**src/rtl/rv32i_datapath_units_if.sv**
```systemverilog
// Bundle between the rv32i control FSM (master) and the execution datapath (slave).
// Carries register file, PC and ALU traffic.
interface rv32i_datapath_units_if;
    logic        ena;
    logic        pc_ena;
    logic [31:0] pc_next;
    logic [31:0] pc;
    logic [31:0] pc_old;
    logic        reg_write;
    logic [4:0]  rd;
    logic [31:0] rfile_wr_data;
    logic [4:0]  rs1;
    logic [4:0]  rs2;
    logic [31:0] reg_data1;
    logic [31:0] reg_data2;
    logic [31:0] src_a;
    logic [31:0] src_b;
    logic [3:0]  alu_control;
    logic [31:0] alu_result;
    logic        overflow;
    logic        zero;
    logic        equal;

    modport master (
        output ena, pc_ena, pc_next, reg_write, rd, rfile_wr_data, rs1, rs2,
               src_a, src_b, alu_control,
        input  pc, pc_old, reg_data1, reg_data2, alu_result, overflow, zero, equal
    );

    modport slave (
        input  ena, pc_ena, pc_next, reg_write, rd, rfile_wr_data, rs1, rs2,
               src_a, src_b, alu_control,
        output pc, pc_old, reg_data1, reg_data2, alu_result, overflow, zero, equal
    );
endinterface

```
**src/rtl/rv32i_datapath_units.sv**
```systemverilog
// rv32i execution datapath: 32x32 register file, PC/PC-old registers and a
// combinational ALU with overflow/zero/equal flags.
module rv32i_datapath_units #(
    parameter logic [31:0] PC_START_ADDRESS = 32'h0
) (
    input logic                  clk,
    input logic                  rst,
    rv32i_datapath_units_if.slave bus
);
    localparam logic [3:0] ALU_AND  = 4'b0001;
    localparam logic [3:0] ALU_OR   = 4'b0010;
    localparam logic [3:0] ALU_XOR  = 4'b0011;
    localparam logic [3:0] ALU_SLL  = 4'b0101;
    localparam logic [3:0] ALU_SRL  = 4'b0110;
    localparam logic [3:0] ALU_SRA  = 4'b0111;
    localparam logic [3:0] ALU_ADD  = 4'b1000;
    localparam logic [3:0] ALU_SUB  = 4'b1100;
    localparam logic [3:0] ALU_SLT  = 4'b1101;
    localparam logic [3:0] ALU_SLTU = 4'b1111;

    logic [31:0] pc_q, pc_d;
    logic [31:0] pc_old_q, pc_old_d;
    logic [31:0] regs_q [32];
    logic        reg_we;

    // ---------------- PC / PC-old ----------------
    always_comb begin
        pc_d     = pc_q;
        pc_old_d = pc_old_q;
        if (bus.ena && bus.pc_ena) begin
            pc_d     = bus.pc_next;
            pc_old_d = pc_q;
        end
    end

    // NOTE: sequential state uses non-blocking assignments so pc_old captures the pre-edge pc.
    always_ff @(posedge clk) begin
        if (rst) begin
            pc_q     <= PC_START_ADDRESS;
            pc_old_q <= '0;
        end else begin
            pc_q     <= pc_d;
            pc_old_q <= pc_old_d;
        end
    end

    assign bus.pc     = pc_q;
    assign bus.pc_old = pc_old_q;

    // ---------------- Register file ----------------
    assign reg_we = bus.ena && bus.reg_write && (bus.rd != 5'd0);

    // NOTE: this array is reset on purpose (architectural zero state), which rules out a RAM macro.
    always_ff @(posedge clk) begin
        if (rst) begin
            for (int i = 0; i < 32; i++) regs_q[i] <= '0;
        end else if (reg_we) begin
            regs_q[bus.rd] <= bus.rfile_wr_data;
        end
    end

    // No write bypass: a read of the address being written returns the old value.
    assign bus.reg_data1 = (bus.rs1 == 5'd0) ? 32'h0 : regs_q[bus.rs1];
    assign bus.reg_data2 = (bus.rs2 == 5'd0) ? 32'h0 : regs_q[bus.rs2];

    // ---------------- ALU ----------------
    logic [4:0]  shamt;
    logic [31:0] sum;
    logic [31:0] diff;
    logic [31:0] result;
    logic        ovf;

    assign shamt = bus.src_b[4:0];
    assign sum   = bus.src_a + bus.src_b;
    assign diff  = bus.src_a - bus.src_b;

    // NOTE: every always_comb output gets a default first so no latch is inferred.
    always_comb begin
        result = '0;
        ovf    = 1'b0;
        case (bus.alu_control)
            ALU_AND:  result = bus.src_a & bus.src_b;
            ALU_OR:   result = bus.src_a | bus.src_b;
            ALU_XOR:  result = bus.src_a ^ bus.src_b;
            ALU_SLL:  result = bus.src_a << shamt;
            ALU_SRL:  result = bus.src_a >> shamt;
            ALU_SRA:  result = $unsigned($signed(bus.src_a) >>> shamt);
            ALU_ADD: begin
                result = sum;
                ovf    = (bus.src_a[31] == bus.src_b[31]) && (sum[31] != bus.src_a[31]);
            end
            ALU_SUB: begin
                result = diff;
                ovf    = (bus.src_a[31] != bus.src_b[31]) && (diff[31] != bus.src_a[31]);
            end
            ALU_SLT:  result = {31'b0, $signed(bus.src_a) < $signed(bus.src_b)};
            ALU_SLTU: result = {31'b0, bus.src_a < bus.src_b};
            default:  result = '0;
        endcase
    end

    assign bus.alu_result = result;
    assign bus.overflow   = ovf;
    assign bus.zero       = (result == 32'h0);
    assign bus.equal      = (bus.src_a == bus.src_b);
endmodule

```
**src/flat_wrapper.sv**
```systemverilog
// flat-port wrapper written by rule: the top's interface ports become plain ports
module rv32i_datapath_units_flat 
#(
    parameter logic [31:0] PC_START_ADDRESS = 32'h0
)
  (clk, rst, bus_ena, bus_pc_ena, bus_pc_next, bus_reg_write, bus_rd, bus_rfile_wr_data, bus_rs1, bus_rs2, bus_src_a, bus_src_b, bus_alu_control, bus_pc, bus_pc_old, bus_reg_data1, bus_reg_data2, bus_alu_result, bus_overflow, bus_zero, bus_equal);
  rv32i_datapath_units_if bus_i ();
  input logic clk;
  input logic rst;
  input wire logic [$bits(bus_i.ena)-1:0] bus_ena;
  input wire logic [$bits(bus_i.pc_ena)-1:0] bus_pc_ena;
  input wire logic [$bits(bus_i.pc_next)-1:0] bus_pc_next;
  input wire logic [$bits(bus_i.reg_write)-1:0] bus_reg_write;
  input wire logic [$bits(bus_i.rd)-1:0] bus_rd;
  input wire logic [$bits(bus_i.rfile_wr_data)-1:0] bus_rfile_wr_data;
  input wire logic [$bits(bus_i.rs1)-1:0] bus_rs1;
  input wire logic [$bits(bus_i.rs2)-1:0] bus_rs2;
  input wire logic [$bits(bus_i.src_a)-1:0] bus_src_a;
  input wire logic [$bits(bus_i.src_b)-1:0] bus_src_b;
  input wire logic [$bits(bus_i.alu_control)-1:0] bus_alu_control;
  output wire logic [$bits(bus_i.pc)-1:0] bus_pc;
  output wire logic [$bits(bus_i.pc_old)-1:0] bus_pc_old;
  output wire logic [$bits(bus_i.reg_data1)-1:0] bus_reg_data1;
  output wire logic [$bits(bus_i.reg_data2)-1:0] bus_reg_data2;
  output wire logic [$bits(bus_i.alu_result)-1:0] bus_alu_result;
  output wire logic [$bits(bus_i.overflow)-1:0] bus_overflow;
  output wire logic [$bits(bus_i.zero)-1:0] bus_zero;
  output wire logic [$bits(bus_i.equal)-1:0] bus_equal;
  assign bus_i.ena = bus_ena;
  assign bus_i.pc_ena = bus_pc_ena;
  assign bus_i.pc_next = bus_pc_next;
  assign bus_i.reg_write = bus_reg_write;
  assign bus_i.rd = bus_rd;
  assign bus_i.rfile_wr_data = bus_rfile_wr_data;
  assign bus_i.rs1 = bus_rs1;
  assign bus_i.rs2 = bus_rs2;
  assign bus_i.src_a = bus_src_a;
  assign bus_i.src_b = bus_src_b;
  assign bus_i.alu_control = bus_alu_control;
  assign bus_pc = bus_i.pc;
  assign bus_pc_old = bus_i.pc_old;
  assign bus_reg_data1 = bus_i.reg_data1;
  assign bus_reg_data2 = bus_i.reg_data2;
  assign bus_alu_result = bus_i.alu_result;
  assign bus_overflow = bus_i.overflow;
  assign bus_zero = bus_i.zero;
  assign bus_equal = bus_i.equal;
  rv32i_datapath_units #(.PC_START_ADDRESS(PC_START_ADDRESS)) u_core (.clk(clk), .rst(rst), .bus(bus_i));
endmodule
```
**config.mk**
```make
export PLATFORM = sky130hd
export DESIGN_NAME = rv32i_datapath_units_flat
export DESIGN_NICKNAME = d
export VERILOG_FILES = /design/src/rtl/rv32i_datapath_units_if.sv /design/src/rtl/rv32i_datapath_units.sv /design/src/flat_wrapper.sv
export SDC_FILE = /design/constraint.sdc
export NUM_CORES = 2
export LEC_CHECK = 0
export ABC_AREA = 0
export BUFFER_PORTS_ARGS = -buffer_cell sky130_fd_sc_hd__buf_2
export CAP_MARGIN = 20
export CORE_MARGIN = 10
export CORE_UTILIZATION = 55
export CTS_CLUSTER_DIAMETER = 30
export DETAILED_ROUTE_END_ITERATION = 8
export PLACE_DENSITY = 0.7
export SLEW_MARGIN = 40
export SYNTH_ARGS = -nofsm -noshare
export SYNTH_HDL_FRONTEND = slang
export SYNTH_SLANG_ARGS = --single-unit
```
**constraint.sdc**
```tcl
create_clock -name clk -period 13.5 [get_ports clk]
set_input_delay 1.35 -clock clk [delete_from_list [all_inputs] [get_ports clk]]
set_output_delay 1.35 -clock clk [all_outputs]
set_load 0.01 [all_outputs]
```
==> reports/metrics.cfg <==
[setup_path]
end_kind=output port
critPathBufInv=4
arrival_ps=6850
worstPathRequired_ps=12150
reg2reg_from=u_core.bus.pc[24]
cp.depth=17
critical_path_class=in2out
r2r_setup_slack_ps=12840
cpPeakStageDelay_ps=850
reg2reg_depth=2
start_kind=primary input
cp_top_family=compound AO/OA/AOI/OAI gates
path_cells=buf_4 > buf_4 > ha_1 > inv_1 > fa_1 > nor2b_1 > o311ai_1 > a21oi_1 > o41ai_1 > nand2_1 > a21oi_1 > o21ai_0 > a2111o_1 > nor4_2 > nand4b_1 > nor2_1 > buf_2
cp_slowest_cell=o41ai_1
r2r_end=u_core.bus.pc[24]
crit_fanout=49

[detailed_routing]
wl_per_cell_um=34.9
wl_met2_um=111000
met1Wirelength_um=86800
drt_iter0_drc=8013
drc=0
top_layer_used=met5
route.vias.total=47658
routed_wl_um=241000
wl_met3_um=31800
drt_first_pass_iters=8
ant_nets=0
viasPerCell=6.91

[clock_network]
htreeDepth=4
numClockSinks=1088
root_buffer=clkbuf_16
cts-hold-fix-buffers=0
cts_setup_buffers=0
ctsResizeCount=0
clk_latency_ps=810
clockBufferDepth=3
cts_made_buffers=220
cts_tree=done
clk_pin_slew_worst_paths_ps=40

[power_and_ir_drop]
power_mw=11.1
power_density_mw_per_mm2=144
power_leakage_nw=28.0
vdd_ir_drop_max_mv=0.134

[global_route]
grt_pass1_wl_um=343000
grtUsageTotal=0.352
first_global_vias=47391
overflow=0
grt_max_degree=134
antenna_found_initial=30

[synthesis]
syn_avg_cell_area_um2=13.4
synth.area.top_cells=edfxtp_1, mux4_2, and2_1, mux2i_1, clkbuf_1
yosysTopAreaCell=edfxtp_1
synth_edf_count=1024
ys_seq_elements=1088
synth_flop_cell=edfxtp_1
synthesis.area_mm2=0.0659
yosysUniqueCellTypes=85
yosysTopAreaCellShare=0.467
yosysWarnings=0
ys_seq_area_frac=0.486
synthCells=4907
async_flop_share=0

[placement]
dp_cells=6472
gp_congestion=1.03
dp_hpwl_um=147000
placed_area_mm2=0.0690
pre_cts_slack_ps=5450
io_buffers=314

[floorplan]
die_w_um=366
die_h_um=366
core-area_mm2=0.119
dieArea_mm2=0.134
pin_count=315
row_count=126
start_util=0.556

[sta]
max_slew.worst_pin.slew_ps=912
fin_skew_ps=22.5
slew_headroom=0.386
fin_crit_sh=0.607
setup_violations=0
fmax_ghz=0.122
hold_viol=0
finalMaxSlewViolations=0
finalWorstSetupSlack_ps=5300
post-route-min-period_ps=8200
setup_tns_ps=0
rsz0062_at_grt=false

[worst_hold_path]
hp-start=u_core.bus.pc_old[10]
min_path_cells=2
min_to=u_core.bus.pc_old[10]
hold_path_class=reg2reg

[job]
drv_cap=0

[final_layout]
syn_to_final_growth_pct=16.8
nets=5355
drive_above_1_share=0.300
final_cell_area_mm2=0.0770
fin_cells=6900

[status]
status=finished, final reports clean

==> where the power goes <==
group	internal, mW	switching (mW)
registers	3.87	0.0896
logic	0.588	0.860
clock network	3.76	1.91
==> kinds of logic (layout without fill, tap and decap cells) <==
| kind of cell | Yosys count | after routing | synth area share |
|---|---|---|---|
| simple gates | 1696 | 1696 | 0.143 |
| flops | 1088 | 1088 | 0.486 |
| mux | 860 | 860 | 0.259 |
| buf+inv | 592 | 947 | 0.0343 |
| compound gates | 544 | 544 | 0.0543 |
| fa+ha+maj | 105 | 105 | 0.0202 |
| xor+xnor | 21 | 21 | 0.00279 |
| other cells | 1 | 39 | 0.0000569 |
==> stage by stage <==
step,util,hold slack [ps]
finish,0.649,451
global route,0.649,465
CTS,0.648,450
detailed placement,0.582,444
global placement,0.581,439
floorplan,-,481
==> flip-flops by register name (all words and copies together), names as in the netlist <==
register and flops:
u_core.regs_q 1024, u_core.bus.pc 32, u_core.bus.pc_old 32
==> layout make-up <==
type	instances	area (µm²)
fill	8529	41600
sequential	1088	32000
antenna	7	17.5
multi-input combinational	3258	32000
timing repair buffer	426	2670
clock buffer	246	5710
inverter	104	390
tap	1600	2000
clock inverter	171	2150
==> placed cells by master, fill, tap and decap left out, types with 13 or more instances in the layout <==
master and n:
ha_1 103, edfxtp_1 1024, nand2b_1 17, clkinv_1 36, o21ai_0 88, inv_1 100
mux2i_1 150, nand4_1 13, clkbuf_1 20, xnor2_1 16, clkbuf_16 224, nor3_1 34
or2_2 40, o211ai_1 37, nand3_1 31, nor2_4 33, inv_6 18, nor2b_1 17
clkinv_2 30, a31oi_1 22, mux2_2 37, o31ai_1 14, bufinv_16 37, nor2_1 178
buf_2 303, o22a_1 13, buf_4 101, and2_1 1001, a211oi_1 26, a221oi_1 13
mux4_2 668, nand2_1 260, o22ai_1 37, a21oi_1 165, dfxtp_1 64, clkinvlp_4 32
conb_1 32
==> layer usage <==
layer  track usage  vias to the layer above
met3        0.0966                      666
li1              -                    19167
met1         0.471                    24068
met2         0.537                     3735
met5             0                        -
met4         0.160                       22
==> worst max path at each step <==
stage                       startpoint  endpoint  slack (ps)
after global placement    bus_src_b[0]  bus_zero        5470
after floorplan           bus_src_b[3]  bus_zero        6480
after detailed placement  bus_src_b[0]  bus_zero        5450
after global routing      bus_src_b[0]  bus_zero        5010
after CTS                 bus_src_b[0]  bus_zero        5450
final                     bus_src_b[0]  bus_zero        5300
==> cells in the mapped netlist (all sizes together), types with 12 or more instances <==
cell type and n:
edfxtp 1024, and2 1003, mux4 673, clkbuf 386
nand2 261, nor2 212, a21oi 165, mux2i 150
ha 103, buf 102, inv 100, o21ai 88
dfxtp 64, or2 40, mux2 37, o211ai 37
o22ai 37, nor3 34, nand3 32, a211oi 28
a31oi 22, nand2b 17, nor2b 17, xnor2 16
o31ai 14, a221oi 13, nand4 13, nor4 13
o22a 13, nand3b 12
==> tightest hold or removal path, delay by kind of cell, from the launching register on <==
kind            cells  cell delay (ps)
flops               1              300
simple gates        1               50
compound gates      1               50
Power figures use the tool's default switching activity.
